[src/rtl/popcount_sequencer_pkg.sv]
// Shared definitions for the popcount sequencer.
//   state_t : FSM encoding (IDLE=0, RUN=1, DONE=2)
//   acc_w   : accumulator / result width for a given word width
//   idx_w   : chunk index width for a given chunk count
//   cnt_w   : per-chunk popcount width for a given chunk width
package popcount_sequencer_pkg;

   typedef enum logic [1:0] {
      IDLE = 2'd0,
      RUN  = 2'd1,
      DONE = 2'd2
   } state_t;

   // Result must hold the value DATA_W itself, hence the extra bit.
   function automatic int acc_w(input int data_w);
      return $clog2(data_w) + 1;
   endfunction

   function automatic int idx_w(input int nchunk);
      return $clog2(nchunk) + 1;
   endfunction

   function automatic int cnt_w(input int chunk_w);
      return $clog2(chunk_w) + 1;
   endfunction

endpackage

[src/rtl/popcount_sequencer_chunk.sv]
// Combinational popcount of one W-bit chunk.
//   bits  in  W      chunk to count
//   count out CW     number of ones in bits
module popcount_sequencer_chunk #(
   parameter int W  = 8,
   parameter int CW = $clog2(W) + 1
) (
   input  logic [W-1:0]  bits,
   output logic [CW-1:0] count
);

   always_comb begin
      count = '0;
      for (int i = 0; i < W; i++) begin
         count = count + CW'(bits[i]);
      end
   end

endmodule

[src/rtl/popcount_sequencer.sv]
// Multi-cycle popcount of a DATA_W-bit word, CHUNK_W bits per cycle through
// one narrow counter. Word in and result out over valid/ready.
//   clk        in   1        rising-edge clock
//   rst_n      in   1        asynchronous active-low reset
//   in_valid   in   1        in_data valid
//   in_ready   out  1        sequencer can accept a word (IDLE only)
//   in_data    in   DATA_W   word to count
//   out_valid  out  1        out_count valid (DONE only)
//   out_ready  in   1        consumer accepts out_count
//   out_count  out  ACC_W    number of ones in the accepted word
//   busy       out  1        high in RUN or DONE
//
// state | meaning
// IDLE  | waiting for a word, in_ready high
// RUN   | counting one chunk per cycle from the low end of shreg
// DONE  | result presented, waiting for out_ready
module popcount_sequencer
   import popcount_sequencer_pkg::*;
#(
   parameter int DATA_W     = 32,
   parameter int CHUNK_W    = 8,
   parameter bit EARLY_EXIT = 1'b1,
   localparam int ACC_W     = acc_w(DATA_W)
) (
   input  logic              clk,
   input  logic              rst_n,
   input  logic              in_valid,
   output logic              in_ready,
   input  logic [DATA_W-1:0] in_data,
   output logic              out_valid,
   input  logic              out_ready,
   output logic [ACC_W-1:0]  out_count,
   output logic              busy
);

   localparam int NCHUNK = DATA_W / CHUNK_W;
   localparam int CNT_W  = cnt_w(CHUNK_W);
   localparam int IDX_W  = idx_w(NCHUNK);

   if ((DATA_W % CHUNK_W) != 0) begin : g_bad_width
      $error("popcount_sequencer: DATA_W must be a multiple of CHUNK_W");
   end

   state_t             state;
   logic [DATA_W-1:0]  shreg;
   logic [ACC_W-1:0]   acc;
   logic [IDX_W-1:0]   idx;
   logic [CNT_W-1:0]   chunk_cnt;
   logic [ACC_W-1:0]   acc_sum;
   logic               last_chunk;
   logic               zero_rest;

   popcount_sequencer_chunk #(
      .W  (CHUNK_W),
      .CW (CNT_W)
   ) u_chunk (
      .bits  (shreg[CHUNK_W-1:0]),
      .count (chunk_cnt)
   );

   assign acc_sum    = acc + ACC_W'(chunk_cnt);
   assign last_chunk = (idx == IDX_W'(NCHUNK - 1));
   // Remaining bits all zero: the rest of the word cannot add anything.
   assign zero_rest  = EARLY_EXIT && (shreg == '0);

   always_ff @(posedge clk or negedge rst_n) begin
      if (!rst_n) begin
         state     <= IDLE;
         shreg     <= '0;
         acc       <= '0;
         idx       <= '0;
         out_count <= '0;
         in_ready  <= 1'b1;
         out_valid <= 1'b0;
         busy      <= 1'b0;
      end else begin
         case (state)
            IDLE: begin
               if (in_valid) begin
                  shreg    <= in_data;
                  acc      <= '0;
                  idx      <= '0;
                  state    <= RUN;
                  in_ready <= 1'b0;
                  busy     <= 1'b1;
               end
            end
            RUN: begin
               // Zero check wins over the add so an empty tail costs no cycles.
               if (zero_rest) begin
                  out_count <= acc;
                  out_valid <= 1'b1;
                  state     <= DONE;
               end else begin
                  acc   <= acc_sum;
                  shreg <= shreg >> CHUNK_W;
                  idx   <= idx + 1'b1;
                  if (last_chunk) begin
                     out_count <= acc_sum;
                     out_valid <= 1'b1;
                     state     <= DONE;
                  end
               end
            end
            DONE: begin
               // out_count is left alone so it keeps the last result in IDLE.
               if (out_ready) begin
                  out_valid <= 1'b0;
                  in_ready  <= 1'b1;
                  busy      <= 1'b0;
                  state     <= IDLE;
               end
            end
            default: begin
               state     <= IDLE;
               in_ready  <= 1'b1;
               out_valid <= 1'b0;
               busy      <= 1'b0;
            end
         endcase
      end
   end

endmodule

[config.mk]
export PLATFORM = sky130hd
export DESIGN_NAME = popcount_sequencer
export DESIGN_NICKNAME = d
export VERILOG_FILES = /design/src/rtl/popcount_sequencer_pkg.sv /design/src/rtl/popcount_sequencer_chunk.sv /design/src/rtl/popcount_sequencer.sv
export SDC_FILE = /design/constraint.sdc
export NUM_CORES = 1
export LEC_CHECK = 0
export BUFFER_PORTS_ARGS = -buffer_cell sky130_fd_sc_hd__buf_4
export CAP_MARGIN = 15
export CELL_PAD_IN_SITES_DETAIL_PLACEMENT = 1
export CELL_PAD_IN_SITES_GLOBAL_PLACEMENT = 1
export CORE_ASPECT_RATIO = 2
export CORE_MARGIN = 2
export CORE_UTILIZATION = 35
export DETAILED_ROUTE_END_ITERATION = 7
export HOLD_SLACK_MARGIN = 0.15
export PLACE_DENSITY_LB_ADDON = 0.1
export RECOVER_POWER = 50
export SYNTH_ARGS = -nofsm -noshare
export SYNTH_HDL_FRONTEND = slang
export SYNTH_HIERARCHICAL = 1
export SYNTH_SLANG_ARGS = --single-unit
[constraint.sdc]
create_clock -name clk -period 11.1 [get_ports clk]
set_input_delay 2.22 -clock clk [delete_from_list [all_inputs] [get_ports clk]]
set_output_delay 2.22 -clock clk [all_outputs]
set_load 0.01 [all_outputs]
# ---- Yosys cells after proc, flatten, opt, wreduce, memory -nomap -nowiden
# Index checks and enable logic that the tools add are counted.
dict set report word_totals {
  romBits 0
  latchBits 0
  ff_bits 52
  memories 0
  inputBits 36
  output_inout_bits 9
  wordCells 60
  ramBits 0
}
dict set report classes {
  eq_ne 7
  n_div 0
  muxes 25
  n_bitwise 2
  n_reduce_logical 9
  shift 0
  add_sub_neg 9
  magnitude_cmp 0
  multipliers 0
}
# operator n
set ops {}
lappend ops {{2-to-1 mux 32 bit} 2}
lappend ops {{case mux 32 bit (2 select lines)} 1}
lappend ops {{logical NOT 32 bit} 1}
lappend ops {{adder 4 x 1 -> 4 bit} 6}
lappend ops {{2-to-1 mux 6 bit} 4}
lappend ops {{case mux 6 bit (2 select lines)} 1}
lappend ops {{AND reduction 3 bit} 4}
lappend ops {{case mux 1 bit (3 select lines)} 3}
lappend ops {{2-to-1 mux 2 bit} 4}
lappend ops {{adder 6 x 4 -> 6 bit} 1}
lappend ops {{2-to-1 mux 1 bit} 6}
lappend ops {{2-to-1 mux 3 bit} 2}
lappend ops {{inequality test 2 bit (second input constant)} 3}
lappend ops {{case mux 2 bit (3 select lines)} 1}
lappend ops {{case mux 3 bit (2 select lines)} 1}
lappend ops {{nonzero test 2 bit} 2}
lappend ops {{adder 3 x 1 -> 3 bit (second input constant)} 1}
lappend ops {{equality test 3 x 2 -> 1 bit (second input constant)} 1}
lappend ops {{inequality test 3 bit (second input constant)} 1}
lappend ops {{adder 1 x 1 -> 2 bit} 1}
lappend ops {{equality test 2 x 1 -> 1 bit (second input constant)} 1}
lappend ops {{equality test 2 bit (second input constant)} 1}
lappend ops {{logical NOT 2 bit} 1}
lappend ops {{inverter 1 bit} 2}
lappend ops {{AND reduction 2 bit} 1}

# ---- Longest topological paths before layout
# Gate-level depths: netlist of run 1.
dict set report logic_depth {
  word_depth 10
  mapped_depth 15
  ltp_nobuf 15
}

# ---- Modules after synthesis
# The synthesis of run 1 kept the hierarchy.
# module area_per_inst_um2 instances cells_per_inst seq_area_each_um2
set modules_own_cells {}
lappend modules_own_cells {popcount_sequencer 2496.1 1 256 1302.5}
lappend modules_own_cells {popcount_sequencer_chunk 190.2 1 24 0.0}

# ---- Worst setup path before layout of run 1
# No wires, ideal clock.
dict set report synth_timing {
  path_kind {register to register}
  from {reg shreg[0]}
  to {reg out_count[5]}
  setup_ns 0.104
  period_less_slack_ns 3.846
  t_required_ns 10.996
  arrival_time_ns 3.742
  n_path_buf 0
  slack_ns 7.254
  stages_incl_launch_ff 16
  cell_sequence {dfrtp_1 > inv_1 > fa_1 > fa_1 > fa_1 > inv_1 > ha_1 > inv_1 > fa_1 > inv_1 > ha_1 > a211oi_1 > nor3b_1 > o21ai_0 > or4_1 > o311ai_1}
}
dict set report synth_between {
  elab_chain_cells 10
  word_cells_on_any_way 13
  classes_between {add/sub (8); mux (2); reduce/logical (3)}
}
# element line_no
set synth_rtl {}
lappend synth_rtl {{start: declaration} popcount_sequencer.sv:45} ;# logic [DATA_W-1:0] shreg;
lappend synth_rtl {{start signal: assignment} popcount_sequencer.sv:80} ;# shreg <= in_data;
lappend synth_rtl {{start signal: assignment} popcount_sequencer.sv:96} ;# shreg <= shreg >> CHUNK_W;
lappend synth_rtl {{adder 1 x 1 -> 2 bit} popcount_sequencer_chunk.sv:15} ;# count = count + CW'(bits[i]);
lappend synth_rtl {{adder 4 x 1 -> 4 bit (6 in series)} popcount_sequencer_chunk.sv:15}
lappend synth_rtl {{via chunk_cnt[1]} popcount_sequencer.sv:48} ;# logic [CNT_W-1:0] chunk_cnt;
lappend synth_rtl {{adder 6 x 4 -> 6 bit} popcount_sequencer.sv:61} ;# assign acc_sum = acc + ACC_W'(chunk_cnt);
lappend synth_rtl {{2-to-1 mux 6 bit} popcount_sequencer.sv:98} ;# if (last_chunk) begin
lappend synth_rtl {{2-to-1 mux 6 bit} popcount_sequencer.sv:90} ;# if (zero_rest) begin
lappend synth_rtl {{end signal: assignment} popcount_sequencer.sv:99} ;# out_count <= acc_sum;
lappend synth_rtl {{end: declaration} popcount_sequencer.sv:32} ;# output logic [ACC_W-1:0] out_count,
# The timed path passes the listed nets, and every way through them passes these cells. The select of a mux whose other input is x is not followed.
# A chain may end at the register's enable or synchronous reset.

==> impl_metrics.ini, run 1 <==
[run_status]
outcome = finished, violations left
violations = max-capacitance violations, max-slew violations

[yosys]
syn_inst = 280
async_flop_share_pct = 100
ys_warn_count = 6
synth_top_cell_by_area = dfrtp_1
syn-cell-area_mm2 = 0.00269
synth_cell_type_count = 39
synth_top_area_share_pct = 47.5
synth-seq-area-share_pct = 48.5
synth_common_cells = dfrtp_1 (51), nor2_1 (30), o22ai_1 (29), a21oi_1 (23), inv_1 (22)
yosysMostFrequentCell = dfrtp_1
synth_edf_count = 0
synth-main-ff-cell = dfrtp_1
avgSynthCellArea_um2 = 9.59
ys_ff_latch = 52
netlist_top_cells_area = dfrtp_1 (48%), o22ai_1 (6.8%), a21oi_1 (4.3%)
syn-num-nets = 330

[critical_path]
crit_type = in -> async
crit_cells = 1
cpPeakStageDelay_ps = 1990
r2r_start = shreg[1]
cp.required_ps = 10880
cp-start-kind = input port
reg2reg_slack_ps = 6950
worstSetupStartpoint = rst_n
crit_arrival_ps = 4250
critPathBufInv = 1
cp_max_fo = 52
critical-path-top-delay-family = buffers and inverters
reg2regPathDepth = 15
crit_path_top_delay_cell = clkbuf_1
critical_path.cell_chain = clkbuf_1
rr_endpoint = out_count[5]
cp-endpoint = shreg[4]
critPathCaptureType = asynchronous set/reset pin

[layout]
num-fill-cells = 890
antenna_cells = 0
drive_above_1_share_pct = 19.4
nets = 368
area_growth_pct = 19.5
fin_area_mm2 = 0.00321

[timing]
min_period_ps = 4470
max_freq_mhz = 224
tightest_slew_ps = 2870
final-setup-viol-count = 0
finalHoldWorstSlack_ps = 508
setup_slack_ps = 6630
max_slew_margin_pct = -91.1
setup_tns_ps = 0
drv_slew = 53
finalCritPeriodShare_pct = 40.3
hold_viol = 0
rsz0062_at_grt = false
finClkSkew_ps = 5.85

[cts]
root_buffer = clkbuf_16
clock_sinks = 52
numCtsBuffers = 5
clk_pin_slew_ps = 70
post_cts_buffers = 0
clk-insertion-delay-late_ps = 300
clock_path_buffers = 2
cts_htree_levels = 2
post_cts_resized = 0
postCtsHoldBufs = 0
cts_tree = built

[routing]
drt.antenna.violating_nets = 0
drcViolationCount = 0
dr.pass1.iters = 4
dr.first_iter.drc_count = 40
wl_per_cell_um = 17.0
vias_per_cell = 5.30
num_vias = 2189
wl_um = 7000

[place]
place_ws_ps = 6990
post_dp_cell_area_mm2 = 0.00305
portBuffers = 44
dp_hpwl_um = 4950
gp_congestion = 0.740

[die]
die_area_mm2 = 0.00843
dieHeight_um = 128
row_count = 45
fp.dieW_um = 66.0
core_area_mm2 = 0.00754
start_util_pct = 35.6
io_pins = 45

[grt]
grt_pass1_wl_um = 11500
grt_max_degree = 53
grt_pass1_vias = 2412
antenna_found_initial = 0
overflow = 0
grt_util_all_layers_pct = 18.2

[flow_run]
drv_cap = 1

[min_path]
hold_class = reg -> reg
[worst reg2reg max path: cells and delay by family, from the launching register on]
| kind | cells | cell delay, ps |
|---|---|---|
| AO/OA/AOI/OAI | 3 | 360 |
| buffers and inverters | 4 | 290 |
| AND/OR/NAND/NOR | 2 | 700 |
| adder cells (fa/ha/maj) | 6 | 2300 |
| flip-flops | 1 | 400 |
[area by class of cell]
class	instances	area (um^2)	area share, %
sequential	52	1300	40.6
multi-input combinational	189	1190	37.1
timing repair buffer	48	353	11.0
clock buffer	6	129	4.01
tap	94	118	3.66
inverter	22	82.6	2.57
clock inverter	2	35.0	1.09
[worst min-delay path by stage]
stage	end	cells after the start	slack, ps	startpoint
after floorplan	busy	1	460	state[0]
after global placement	idx[2]	2	480	idx[2]
after detailed placement	idx[0]	1	500	idx[0]
after CTS	idx[0]	1	510	idx[0]
after global routing	busy	1	550	state[0]
final	idx[0]	1	510	idx[0]
[stage by stage]
step / util [%] / instances
final: 42.6 / 413
after CTS: 42.7 / 413
after global placement: 40.5 / 405
after global routing: 42.6 / 413
after detailed placement: 40.5 / 405
after floorplan: - / 280
[per-layer routing]
metal | routed length, um | part of all wire, % | track usage [%] | vias up
met5 | 0 | 0 | 0 | -
met4 | 144 | 2.1 | 6.96 | 0
met3 | 208 | 3.0 | 3.25 | 9
met2 | 3940 | 56 | 33.9 | 40
met1 | 2710 | 39 | 19.7 | 1074
li1 | - | - | - | 1066
[cells in the final DEF, fill, tap and decap left out, types with 9 or more instances in the layout]
| cell type | instances |
|---|---|
| o21ai_0 | 10 |
| dfrtp_1 | 51 |
| nand2_1 | 20 |
| ha_1 | 9 |
| buf_4 | 45 |
| nand3_1 | 15 |
| o22ai_1 | 29 |
| a21oi_1 | 23 |
| inv_1 | 22 |
| nor2_1 | 30 |
[logic make-up after synthesis]
logic type / share of synthesized area [%]
simple gates: 15.0
compound gates: 19.5
xor+xnor: 1.30
buf+inv: 7.45
fa+ha+maj: 7.92
flops: 48.5
mux: 0.373
[registers in the layout, summed over array words and instances (netlist names)]
| signal | cells |
|---|---|
| out_count | 6 |
| acc | 6 |
| in_ready | 1 |
| out_valid | 1 |
| shreg | 32 |
| state | 2 |
| idx | 3 |
| busy | 1 |
Power of run 1 is not shown: default switching activity piles up to over one toggle a cycle in this logic, so the estimate is an artifact.
==> run 2: changes to the inputs <==
clock period = 3.99 ns   (was 11.1 ns; I/O delays follow)
==> run 2 against run 1 <==
Critical path depth rose by 14; die area did not move; sequential cell count did not move; sequential share of layout area fell by 1.4 points; cell count rose by 1.9%; setup slack got worse by 6600 ps; register-to-register slack got worse by 6900 ps; the flow still finishes with violations (max-capacitance violations, max-slew violations); first-iteration DRC count rose by 53%; global-route usage fell by 0.15 points; routed wire length rose by 3.5%; via count rose by 3.7%; highest routed layer unchanged.
==> impl_metrics.ini, run 2 (synthesis results as in run 1) <==
[run_status]
outcome = finished, violations left
violations = max-capacitance violations, max-slew violations

[cts]
clk-insertion-delay-late_ps = 300
cts_htree_levels = 2
postCtsHoldBufs = 0
clk_pin_slew_ps = 70
clock_path_buffers = 2
root_buffer = clkbuf_16
numCtsBuffers = 5
cts_tree = built
clock_sinks = 52

[critical_path]
reg2reg_slack_ps = 50
cp.required_ps = 4150
cpPeakStageDelay_ps = 550
cp-start-kind = flip-flop
critical_path.cell_chain = inv_2 > fa_1 > fa_1 > fa_1 > inv_1 > ha_2 > inv_2 > fa_2 > inv_2 > ha_4 > a211oi_4 > nor3b_2 > o21ai_2 > a222oi_1 > o311ai_1
cp_max_fo = 3
rr_endpoint = out_count[5]
crit_type = reg -> reg
r2r_start = shreg[3]
crit_arrival_ps = 4100
critPathCaptureType = flip-flop
crit_path_top_delay_cell = fa_1
reg2regPathDepth = 15

[place]
place_ws_ps = -133
dp_hpwl_um = 5040
portBuffers = 44
gp_congestion = 0.725

[timing]
setup_slack_ps = 50.8
finalCritPeriodShare_pct = 98.7
min_period_ps = 3940
finClkSkew_ps = 5.28
max_freq_mhz = 254
hold_viol = 0
drv_slew = 53
rsz0062_at_grt = true
max_slew_margin_pct = -93.7
tightest_slew_ps = 2910
final-setup-viol-count = 0

[routing]
wl_met2_um = 3990
top_layer_used = met4
vias_per_cell = 5.39
num_vias = 2269
drcViolationCount = 0
wl_um = 7250
m1WireLength_um = 2880
wl_met3_um = 168
wl_per_cell_um = 17.2
dr.first_iter.drc_count = 61
dr.pass1.iters = 4
drt.antenna.violating_nets = 0

[layout]
antenna_cells = 0
mostFrequentLayoutCells = buf_4 (52), dfrtp_1 (51), nor2_1 (30), o22ai_1 (29), a21oi_1 (22)
largest_reg_flops = 32
area_growth_pct = 23.8
ff_latch_area_mm2 = 0.00130
layout_commonest_cell = buf_4
largest_register = shreg
drive_above_1_share_pct = 25.4
nets = 376
reg_top3 = shreg x32, acc x6, out_count x6
multi_input_comb_area_mm2 = 0.00125
num-fill-cells = 900

[grt]
grt_pass1_wl_um = 11500
overflow = 0
grt_pass1_vias = 2359
antenna_found_initial = 0
grt_util_all_layers_pct = 18.0
grt_max_degree = 53

[min_path]
min_from = idx[2]
holdPathEnd = idx[2]
hold_depth = 2
hold_class = reg -> reg

[flow_run]
drv_cap = 1

[die]
start_util_pct = 35.6
fp.dieW_um = 66.0
row_count = 45
die_area_mm2 = 0.00843
core_area_mm2 = 0.00754
io_pins = 45
dieHeight_um = 128
## run 2: cell count changes in the layout (fill, tap and decap cells not counted), moves of 2 or more
cell,change
buf_4,+7
fa_1,-2
fa_2,+2
ha_1,-2
inv_1,-3
inv_2,+3
## run 2: final cells by class
class	count	share of cell area (%)
clock buffer	7	4.29
clock inverter	1	0.226
inverter	22	2.48
multi-input combinational	189	37.5
sequential	52	39.2
tap	94	3.54
timing repair buffer	56	12.8
## run 2: worst max path at each step
stage                        start           end  slack, ps
final                     shreg[3]  out_count[5]         50
after global routing      shreg[3]  out_count[5]        -50
after CTS                 shreg[0]  out_count[5]         -9
after detailed placement  shreg[0]  out_count[5]       -130
after global placement    shreg[0]  out_count[5]        -20
after floorplan           shreg[0]  out_count[5]        140
## run 2: stage by stage
step | hold slack (ps) | TNS (ps) | util (%) | cell area [um^2] | instances
2_1_floorplan | 458 | 0 | - | 2690 | 280
3_3_place_gp | 484 | -16.4 | 41.1 | 3100 | 410
3_5_place_dp | 495 | -170 | 41.1 | 3100 | 410
4_1_cts | 508 | -8.97 | 43.3 | 3270 | 419
5_1_grt | 532 | -112 | 44.1 | 3330 | 421
6_report | 505 | 0 | 44.1 | 3330 | 421
## run 2: routing by layer
| metal | GRT usage [%] | vias up |
|---|---|---|
| met4 | 7.92 | 0 |
| met3 | 2.55 | 12 |
| met2 | 33.1 | 42 |
| met5 | 0 | - |
| li1 | - | 1078 |
| met1 | 20.0 | 1137 |
## run 2: what timing repair did
action                                  CTS  global route
endpoints found under the setup margin    2             6
setup buffers                             1             2
pin swaps                                 5            10
gates resized for setup                   5            10
## run 2: critical path, delay by kind of cell, from the launching register on
family | cells | cell delay [ps]
AOI/OAI and AO/OA | 4 | 640
adders and majority gates | 6 | 2380
buffers and inverters | 4 | 220
DFF | 1 | 360
and+or+nand+nor | 1 | 210
Power of run 2 is left out for the same reason.
==> run 3: changes to the inputs <==
CORE_MARGIN = not set   (was 2)
CORE_UTILIZATION = 39   (was 35)
REMOVE_ABC_BUFFERS = 1   (was not set)
==> run 3 against run 2 <==
The run ends with max-capacitance violations, max-slew violations, negative setup slack left; sequential share of layout area about the same; die area is 14% lower; non-clock buffer count decreased by 1; fmax decreased by 4.6%; via count is 0.93% lower; critical path depth stayed put; core utilization up 6.2 points; register-to-register slack worse by 190 ps; first-iteration DRC count decreased by 9.8%; largest cell class unchanged.
==> impl_metrics.ini, run 3 (synthesis results as in run 1) <==
[run_status]
outcome = finished, violations left
violations = max-capacitance violations, max-slew violations, negative setup slack

[place]
gp_congestion = 0.791
portBuffers = 44
post_dp_cell_area_mm2 = 0.00307
dp_hpwl_um = 4830
dp.cells = 402

[layout]
largest_reg_flops = 32
nets = 375
area_growth_pct = 23.9
layout.cells.non_filler = 414
mostFrequentLayoutCells = buf_4 (52), dfrtp_1 (51), nor2_1 (30), o22ai_1 (28), a21oi_1 (22)
multi_input_comb_area_mm2 = 0.00127
final_util_pct = 50.3
layout_commonest_cell = buf_4
num-fill-cells = 789
fin_area_mm2 = 0.00333
drive_above_1_share_pct = 26.7
largest_register = shreg
antenna_cells = 0
reg_top3 = shreg x32, acc x6, out_count x6
ff_latch_area_mm2 = 0.00130

[routing]
drt.antenna.violating_nets = 0
wl_um = 6830
dr.first_iter.drc_count = 55
num_vias = 2248
dr.pass1.iters = 4
drcViolationCount = 0
vias_per_cell = 5.43
wl_per_cell_um = 16.5

[die]
io_pins = 45
dieHeight_um = 119
row_count = 42
fp.dieW_um = 60.7
core_area_mm2 = 0.00662
die_area_mm2 = 0.00724
start_util_pct = 40.6

[timing]
max_freq_mhz = 242
min_period_ps = 4130
drv_slew = 53
setup_slack_ps = -137
rsz0062_at_grt = true
finClkSkew_ps = 7.13
finalCritPeriodShare_pct = 103
max_slew_margin_pct = -88.4
final-setup-viol-count = 4
setup_tns_ps = -274
tightest_slew_ps = 2830
hold_viol = 0

[cts]
clk-insertion-delay-late_ps = 290
numCtsBuffers = 5
clock_path_buffers = 2
cts_htree_levels = 2
clk_pin_slew_ps = 70
cts_tree = built
clock_sinks = 52
root_buffer = clkbuf_16

[grt]
overflow = 0
grt_util_all_layers_pct = 21.3
grt_pass1_wl_um = 11300
antenna_found_initial = 0
use_met1_pct = 22.6
busiest_layer = met2
grt_pass1_vias = 2365
grt_use_met2_pct = 39.4
grt_util_met3_pct = 4.23
grt_max_degree = 53

[min_path]
hold_depth = 1
hold_class = reg -> reg

[critical_path]
rr_endpoint = out_count[5]
cp-endpoint = out_count[5]
cpPeakStageDelay_ps = 550
reg2regPathDepth = 15
cp.required_ps = 4140
critical_path.cell_chain = inv_2 > fa_1 > fa_1 > fa_1 > inv_1 > ha_2 > inv_2 > fa_2 > inv_2 > ha_4 > a211oi_4 > nor3b_2 > o21ai_2 > a222oi_1 > o311ai_2
cp_max_fo = 3
crit_type = reg -> reg
crit_arrival_ps = 4270
worstSetupStartpoint = shreg[0]
crit_path_top_delay_cell = fa_1
cp-start-kind = flip-flop
critPathCaptureType = flip-flop
r2r_start = shreg[0]
reg2reg_slack_ps = -140

[flow_run]
drv_cap = 1
[run 3: layer usage]
layer  part of all wire (%)  vias up
met5                      0        -
met3                    2.7        7
met1                     37     1115
li1                       -     1089
met4                    1.5        0
met2                     58       37
[run 3: worst max-delay path, delay by kind of cell (launching register included)]
| kind | cells | cell delay (ps) |
|---|---|---|
| buf+inv | 4 | 220 |
| simple gates | 1 | 230 |
| fa+ha+maj | 6 | 2420 |
| compound gates | 4 | 750 |
| flops | 1 | 370 |
[run 3: repair_timing]
action,in CTS,in global routing
hold buffers,0,0
resized for setup,13,6
endpoints found under the setup margin,4,5
pin swaps,4,8
hold endpoints to repair,0,0
setup buffers,4,2
[run 3: worst min-delay path by stage]
stage	start	end	slack, ps
finish	state[0]	busy	500
global route	state[0]	busy	510
floorplan	state[0]	busy	460
detailed placement	state[0]	busy	490
CTS	state[0]	busy	500
global placement	idx[2]	idx[2]	480
[run 3: layout make-up]
type                       instances  area share [%]
sequential                        52            39.1
multi-input combinational        189            38.2
timing repair buffer              55            12.4
clock buffer                       6            4.17
tap                               88            3.31
inverter                          22            2.48
clock inverter                     2           0.301
[run 3: stage by stage]
step                hold WS (ps)  setup WS [ps]
finish                       501           -137
global route                 513           -311
CTS                          500           -117
detailed placement           491           -226
global placement             481          0.638
floorplan                    458            144
Power of run 3 is left out for the same reason.
